`config.mk`:
```
export PLATFORM = sky130hd
export DESIGN_NAME = dma_req_arbiter_flat
export DESIGN_NICKNAME = d
export VERILOG_FILES = /design/src/rtl/dma_pkg.sv /design/src/rtl/dma_req_arbiter_if.sv /design/src/rtl/rr_priority_picker.sv /design/src/rtl/dma_req_arbiter.sv /design/src/flat_wrapper.sv
export SDC_FILE = /design/constraint.sdc
export NUM_CORES = 1
export LEC_CHECK = 0
export CORE_UTILIZATION = 50
export DETAILED_ROUTE_END_ITERATION = 8
export GPL_TIMING_DRIVEN = 0
export PLACE_DENSITY_LB_ADDON = 0.25
export SYNTH_ARGS = -nofsm -noshare
export SYNTH_HDL_FRONTEND = slang
export SYNTH_SLANG_ARGS = --single-unit
```
`constraint.sdc`:
```
create_clock -name clk -period 4.15 [get_ports clk]
set_input_delay 1.245 -clock clk [delete_from_list [all_inputs] [get_ports clk]]
set_output_delay 1.245 -clock clk [all_outputs]
set_load 0.005 [all_outputs]
```
`src/rtl/dma_pkg.sv`:
```
// Shared types and helpers for the DMA request arbiter.
package dma_pkg;

    localparam int unsigned N_CH_DEFAULT = 2;
    localparam int unsigned MAX_CH       = 8;

    typedef enum logic [1:0] {
        IDLE,
        REQ,
        OWN,
        RELEASE
    } arb_state_t;

    function automatic logic [MAX_CH-1:0] onehot_of(input logic [2:0] idx);
        logic [MAX_CH-1:0] oh;
        oh      = '0;
        oh[idx] = 1'b1;
        return oh;
    endfunction

endpackage

```
`src/rtl/dma_req_arbiter_if.sv`:
```
// Peripheral request / CPU hold handshake / DMA core grant bundle.
interface dma_req_arbiter_if
    import dma_pkg::*;
#(
    parameter int unsigned N_CH = N_CH_DEFAULT
);
    logic [N_CH-1:0] dreq;
    logic            hack;
    logic            eop;
    logic            hrq;
    logic            dma_ctrl;
    logic [N_CH-1:0] ch_req;
    logic [N_CH-1:0] dack;
    logic            busy;
    logic            timeout_err;

    // master: the arbiter; slave: peripherals, CPU and DMA core around it
    modport master (
        input  dreq, hack, eop,
        output hrq, dma_ctrl, ch_req, dack, busy, timeout_err
    );

    modport slave (
        output dreq, hack, eop,
        input  hrq, dma_ctrl, ch_req, dack, busy, timeout_err
    );

endinterface

```
`src/rtl/rr_priority_picker.sv`:
```
// Combinational rotating-priority picker: first set request at or after ptr, wrapping.
module rr_priority_picker
    import dma_pkg::*;
#(
    parameter  int unsigned N_CH = N_CH_DEFAULT,
    localparam int unsigned PW   = (N_CH > 1) ? $clog2(N_CH) : 1
) (
    input  logic [N_CH-1:0] req,
    input  logic [PW-1:0]   ptr,
    output logic            valid,
    output logic [PW-1:0]   idx
);

    logic [N_CH-1:0] rot;
    int              pos;

    always_comb begin
        rot   = N_CH'({req, req} >> ptr);
        valid = |req;
        idx   = '0;
        pos   = 0;
        // Walk downwards so the lowest rotated position is the one left in idx.
        for (int i = int'(N_CH) - 1; i >= 0; i--) begin
            if (rot[i]) begin
                pos = int'(ptr) + i;
                if (pos >= int'(N_CH)) pos = pos - int'(N_CH);
                idx = PW'(pos);
            end
        end
    end

endmodule

```
`src/rtl/dma_req_arbiter.sv`:
```
// DMA front-end: picks a channel round-robin, runs hrq/hack with the CPU, grants the core.
module dma_req_arbiter
    import dma_pkg::*;
#(
    parameter int unsigned N_CH         = N_CH_DEFAULT,
    parameter int unsigned HACK_TIMEOUT = 16
) (
    input logic              clk,
    input logic              rst_n,
    dma_req_arbiter_if.master bus
);

    localparam int unsigned PW = (N_CH > 1) ? $clog2(N_CH) : 1;
    localparam int unsigned CW = $clog2(HACK_TIMEOUT + 1);

    arb_state_t      state_q, state_d;
    logic [PW-1:0]   win_q, win_d;
    logic [PW-1:0]   ptr_q, ptr_d;
    logic [CW-1:0]   cnt_q, cnt_d;
    logic            eop_q;
    logic            hrq_q, hrq_d;
    logic            dma_q, dma_d;
    logic [N_CH-1:0] ch_req_q, ch_req_d;
    logic [N_CH-1:0] dack_q, dack_d;
    logic            busy_q, busy_d;
    logic            terr_q, terr_d;

    logic            pick_valid;
    logic [PW-1:0]   pick_idx;
    logic [PW-1:0]   ptr_next;

    rr_priority_picker #(
        .N_CH (N_CH)
    ) u_picker (
        .req   (bus.dreq),
        .ptr   (ptr_q),
        .valid (pick_valid),
        .idx   (pick_idx)
    );

    // Served (or abandoned) channel drops to lowest priority.
    assign ptr_next = (win_q == PW'(N_CH - 1)) ? '0 : win_q + PW'(1);

    always_comb begin
        state_d  = state_q;
        win_d    = win_q;
        ptr_d    = ptr_q;
        cnt_d    = '0;
        hrq_d    = hrq_q;
        dma_d    = dma_q;
        ch_req_d = ch_req_q;
        dack_d   = dack_q;
        terr_d   = 1'b0;

        unique case (state_q)
            IDLE: begin
                if (pick_valid) begin
                    win_d   = pick_idx;
                    hrq_d   = 1'b1;
                    state_d = REQ;
                end
            end
            REQ: begin
                if (bus.hack) begin
                    dma_d    = 1'b1;
                    ch_req_d = N_CH'(onehot_of(3'(win_q)));
                    dack_d   = N_CH'(onehot_of(3'(win_q)));
                    state_d  = OWN;
                end else if (!bus.dreq[win_q]) begin
                    hrq_d   = 1'b0;
                    state_d = RELEASE;
                end else if (cnt_q == CW'(HACK_TIMEOUT - 1)) begin
                    terr_d  = 1'b1;
                    hrq_d   = 1'b0;
                    ptr_d   = ptr_next;
                    state_d = RELEASE;
                end else begin
                    cnt_d = cnt_q + CW'(1);
                end
            end
            OWN: begin
                // Only a rising eop completes; dreq and hack changes are ignored here.
                if (!eop_q && bus.eop) begin
                    hrq_d    = 1'b0;
                    dma_d    = 1'b0;
                    ch_req_d = '0;
                    dack_d   = '0;
                    ptr_d    = ptr_next;
                    state_d  = RELEASE;
                end
            end
            RELEASE: begin
                if (!bus.hack) state_d = IDLE;
            end
            default: state_d = IDLE;
        endcase

        busy_d = (state_d != IDLE);
    end

    always_ff @(posedge clk or negedge rst_n) begin
        if (!rst_n) begin
            state_q  <= IDLE;
            win_q    <= '0;
            ptr_q    <= '0;
            cnt_q    <= '0;
            eop_q    <= 1'b1;
            hrq_q    <= 1'b0;
            dma_q    <= 1'b0;
            ch_req_q <= '0;
            dack_q   <= '0;
            busy_q   <= 1'b0;
            terr_q   <= 1'b0;
        end else begin
            state_q  <= state_d;
            win_q    <= win_d;
            ptr_q    <= ptr_d;
            cnt_q    <= cnt_d;
            eop_q    <= bus.eop;
            hrq_q    <= hrq_d;
            dma_q    <= dma_d;
            ch_req_q <= ch_req_d;
            dack_q   <= dack_d;
            busy_q   <= busy_d;
            terr_q   <= terr_d;
        end
    end

    assign bus.hrq         = hrq_q;
    assign bus.dma_ctrl    = dma_q;
    assign bus.ch_req      = ch_req_q;
    assign bus.dack        = dack_q;
    assign bus.busy        = busy_q;
    assign bus.timeout_err = terr_q;

endmodule

```
`src/flat_wrapper.sv`:
```
// flat-port wrapper written by rule: the top's interface ports become plain ports
module dma_req_arbiter_flat import dma_pkg::*;
#(
    parameter int unsigned N_CH         = N_CH_DEFAULT,
    parameter int unsigned HACK_TIMEOUT = 16
)
  (clk, rst_n, bus_dreq, bus_hack, bus_eop, bus_hrq, bus_dma_ctrl, bus_ch_req, bus_dack, bus_busy, bus_timeout_err);
  dma_req_arbiter_if #(.N_CH(N_CH)) bus_i ();
  input logic clk;
  input logic rst_n;
  input wire logic [$bits(bus_i.dreq)-1:0] bus_dreq;
  input wire logic [$bits(bus_i.hack)-1:0] bus_hack;
  input wire logic [$bits(bus_i.eop)-1:0] bus_eop;
  output wire logic [$bits(bus_i.hrq)-1:0] bus_hrq;
  output wire logic [$bits(bus_i.dma_ctrl)-1:0] bus_dma_ctrl;
  output wire logic [$bits(bus_i.ch_req)-1:0] bus_ch_req;
  output wire logic [$bits(bus_i.dack)-1:0] bus_dack;
  output wire logic [$bits(bus_i.busy)-1:0] bus_busy;
  output wire logic [$bits(bus_i.timeout_err)-1:0] bus_timeout_err;
  assign bus_i.dreq = bus_dreq;
  assign bus_i.hack = bus_hack;
  assign bus_i.eop = bus_eop;
  assign bus_hrq = bus_i.hrq;
  assign bus_dma_ctrl = bus_i.dma_ctrl;
  assign bus_ch_req = bus_i.ch_req;
  assign bus_dack = bus_i.dack;
  assign bus_busy = bus_i.busy;
  assign bus_timeout_err = bus_i.timeout_err;
  dma_req_arbiter #(.N_CH(N_CH), .HACK_TIMEOUT(HACK_TIMEOUT)) u_core (.clk(clk), .rst_n(rst_n), .bus(bus_i));
endmodule
```
==> results.cfg, run 1 <==
[power]
peakVddDrop_mv = 0.425
p_leak_nw = 0.467
powerDensity_mw_per_mm2 = 669
finalPower_mw = 0.669

[clocking]
postCtsSetupRepairBufs = 0
cts_root_buf = clkbuf_4
hold_buffers = 0
cts-htree-levels = 1
clock_latency_ns = 0.29
clk_pin_slew_worst_paths_ns = 0.09
cts-buffers-inserted = 3
cts_sinks = 16
cts_tree = yes
ctsLongestPathBuffers = 2
cts-resized-gates = 0

[cells_and_area]
areaGrowthSynthToFinish_pct = 21.4
final_common_cell = dfrtp_1
postLayoutCellArea_um2 = 1000
fillers = 133
drive_gt1_share_pct = 8.60
postLayoutCoreUtil_pct = 65.6
multi_input_area_um2 = 384
nets = 106
layout_common_cells = 15 x dfrtp_1, 13 x clkdlybuf4s50_1, 6 x inv_1, 6 x ha_1, 5 x nor2_1
seq_area_um2 = 402
n_antenna_cell = 0
stdcell_count = 109

[synthesis]
ys_seq_area_share_pct = 48.8
ys_ff_latch = 16
synth_area_leaders = dfrtp_1 46%, ha_1 9.1%, mux2i_1 3.6%
avgSynthCellArea_um2 = 10.8
synth_top_family_by_area = compound AO/OA/AOI/OAI gates
synth_compound_area_share_pct = 16.3
synth_xor_area_share_pct = 2.13
yosys.area_share.simple_pct = 15.5
ys_warn_count = 0
yosysTopAreaCellShare_pct = 45.6
synth_cells = 76
synth_nets = 88
netlist_area_um2 = 823
synth_top_area_cell = dfrtp_1
synth_mux_area_share_pct = 3.65
synth_fa_ha_area_share_pct = 9.12
yosysUniqueCellTypes = 33

[run_status]
status = complete, no violations

[drt]
firstDrtPassIters = 4
num_vias = 631
via_per_inst = 5.79
ant_nets = 0
post_drt_wl_per_cell_um = 13.9
drc_errors = 0
routed_wirelength_um = 1520
dr.first_iter.drc_count = 12

[grt]
grt_pass1_wl_um = 2420
antenna_found_initial = 0
gr-total-overflow = 0
grt_max_degree = 17
grt_pass1_vias = 564
grt_use_total_pct = 18.2

[timing]
period_needed_ns = 2.50
fin_skew_ns = 0.00809
fmax_ghz = 0.400
worst_slew_pin_slew_ns = 0.706
rsz0062_at_grt = false
finalHoldViolCount = 0
slew_headroom_pct = 52.8
tns_ns = 0
fin_crit_sh_pct = 60.2
setup_viol = 0
maxSlewViolCount = 0

[placement]
dpl.hpwl_um = 1170
portBuffers = 13
dp_cells = 105
dpl-instance-area_um2 = 973
place_congestion = 0.860

[critical_path]
slowest_delay_ns = 0.48
critPathKind = register to primary output
cp-end-kind = primary output
crit_chain = buf_4, clkdlybuf4s50_1
critical_path_arrival_ns = 1.25
worstSetupStartpointType = register
critPathMaxFanout = 3
required_ns = 2.90
crit_path_top_delay_cell = clkdlybuf4s50_1

[worst_hold_path]
hp-class = register to register

[floorplanning]
die-area_mm2 = 0.00181
start_util_pct = 54.0
die_w_um = 42.6
die_y_um = 42.6
core_area_mm2 = 0.00152
pin_count = 14
rows = 14

[run]
drv_cap = 0
-- synth_stat cells --
master and instances:
nor2_1 5, a21oi_1 2, nand3_1 3, dfstp_2 1, ha_1 6, and3_1 1
inv_1 6, nor3_1 2, o41ai_2 1, nand2b_1 2, a32oi_1 1, buf_4 2
o311ai_1 1, or2_1 2, and2_1 1, a31oi_1 1, nor2b_1 1, a22oi_1 2
or2_2 1, xnor2_1 1, a22o_1 1, a311oi_1 1, o311ai_0 1, o21ai_0 2
a21o_1 2, a221oi_1 1, and4b_1 1, mux2i_1 3, xor2_1 1, nand4b_1 1
nand2_1 4, o2bb2ai_1 1, dfrtp_1 15
-- final cells by class --
cell class | count | area share (%)
clock buffers | 4 | 2.63
inverters | 6 | 2.25
repair buffers | 13 | 13.0
multi-input cells | 52 | 38.4
plain buffers | 2 | 1.50
flip-flops and latches | 16 | 40.2
well taps | 16 | 2.00
-- flip-flops by register name, indices dropped and copies added, names as in the netlist --
signal                  cells
u_core.cnt_q                5
u_core.state_q              2
u_core.ptr_q                1
u_core.bus.dma_ctrl         1
u_core.bus.busy             1
u_core.bus.ch_req           2
u_core.bus.hrq              1
u_core.bus.timeout_err      1
u_core.win_q                1
u_core.eop_q                1
-- worst max-delay path: cells and delay by family (launching register included) --
| kind | cells | cell delay (ns) |
|---|---|---|
| buf+inv | 2 | 0.59 |
| flops | 1 | 0.38 |
-- cells by family after synthesis --
family	after synthesis
flops	16
compound gates	17
mux	3
buf+inv	8
simple gates	24
fa+ha+maj	6
xor+xnor	2
-- layer usage --
metal / GRT usage, % / share of wire, % / vias up
li1: - / - / 305
met5: 0 / 0 / -
met1: 24.2 / 46 / 303
met2: 27.7 / 47 / 19
met3: 4.31 / 4.7 / 4
met4: 9.38 / 1.6 / 0
-- path summary, 6_finish.rpt --
path                                           start                 to  slack (ns)  cells past startpoint
worst max-delay path            u_core.bus.ch_req[1]        bus_dack[1]        1.65                      2
worst min-delay path                 u_core.cnt_q[0]    u_core.cnt_q[0]        0.47                      1
worst max register to register       u_core.cnt_q[0]    u_core.bus.busy        2.43                      5
worst min register to register       u_core.cnt_q[0]    u_core.cnt_q[0]        0.47                      1
max in group asynchronous                      rst_n  u_core.state_q[0]        2.33                      1
min in group asynchronous                      rst_n       u_core.ptr_q        1.37                      1
-- through the flow --
| step | hold WS, ns | worst slack (ns) |
|---|---|---|
| 2_1_floorplan | 0.442 | 2.12 |
| 3_3_place_gp | 0.460 | 1.45 |
| 3_5_place_dp | 0.466 | 1.41 |
| 4_1_cts | 0.479 | 1.62 |
| 5_1_grt | 0.489 | 1.59 |
| 6_report | 0.473 | 1.65 |
-- power breakdown --
| group | total [mW] | switching (mW) | internal (mW) |
|---|---|---|---|
| logic | 0.340 | 0.159 | 0.182 |
| registers | 0.243 | 0.0388 | 0.205 |
| clock network | 0.0856 | 0.0482 | 0.0374 |
| total | 0.669 | 0.246 | 0.424 |
Note: power is estimated with default switching activity, not from simulation.
==> inputs of run 2 (changes only) <==
==> constraint.sdc (replaced) <==
create_clock -name clk -period 2.4 [get_ports clk]
set_input_delay 0.72 -clock clk [delete_from_list [all_inputs] [get_ports clk]]
set_output_delay 0.72 -clock clk [all_outputs]
set_load 0.005 [all_outputs]
==> results of run 2 <==
Same layout as run 1 (identical final DEF). Status: complete, no violations.
Among the figures that moved: setup slack after placement 1.41 ns -> 0.181 ns; setup slack after layout 1.65 ns -> 0.426 ns; register-to-register setup slack 2.43 ns -> 0.68 ns; total power 0.669 mW -> 1.16 mW; worst IR drop on VDD 0.425 mV -> 0.735 mV
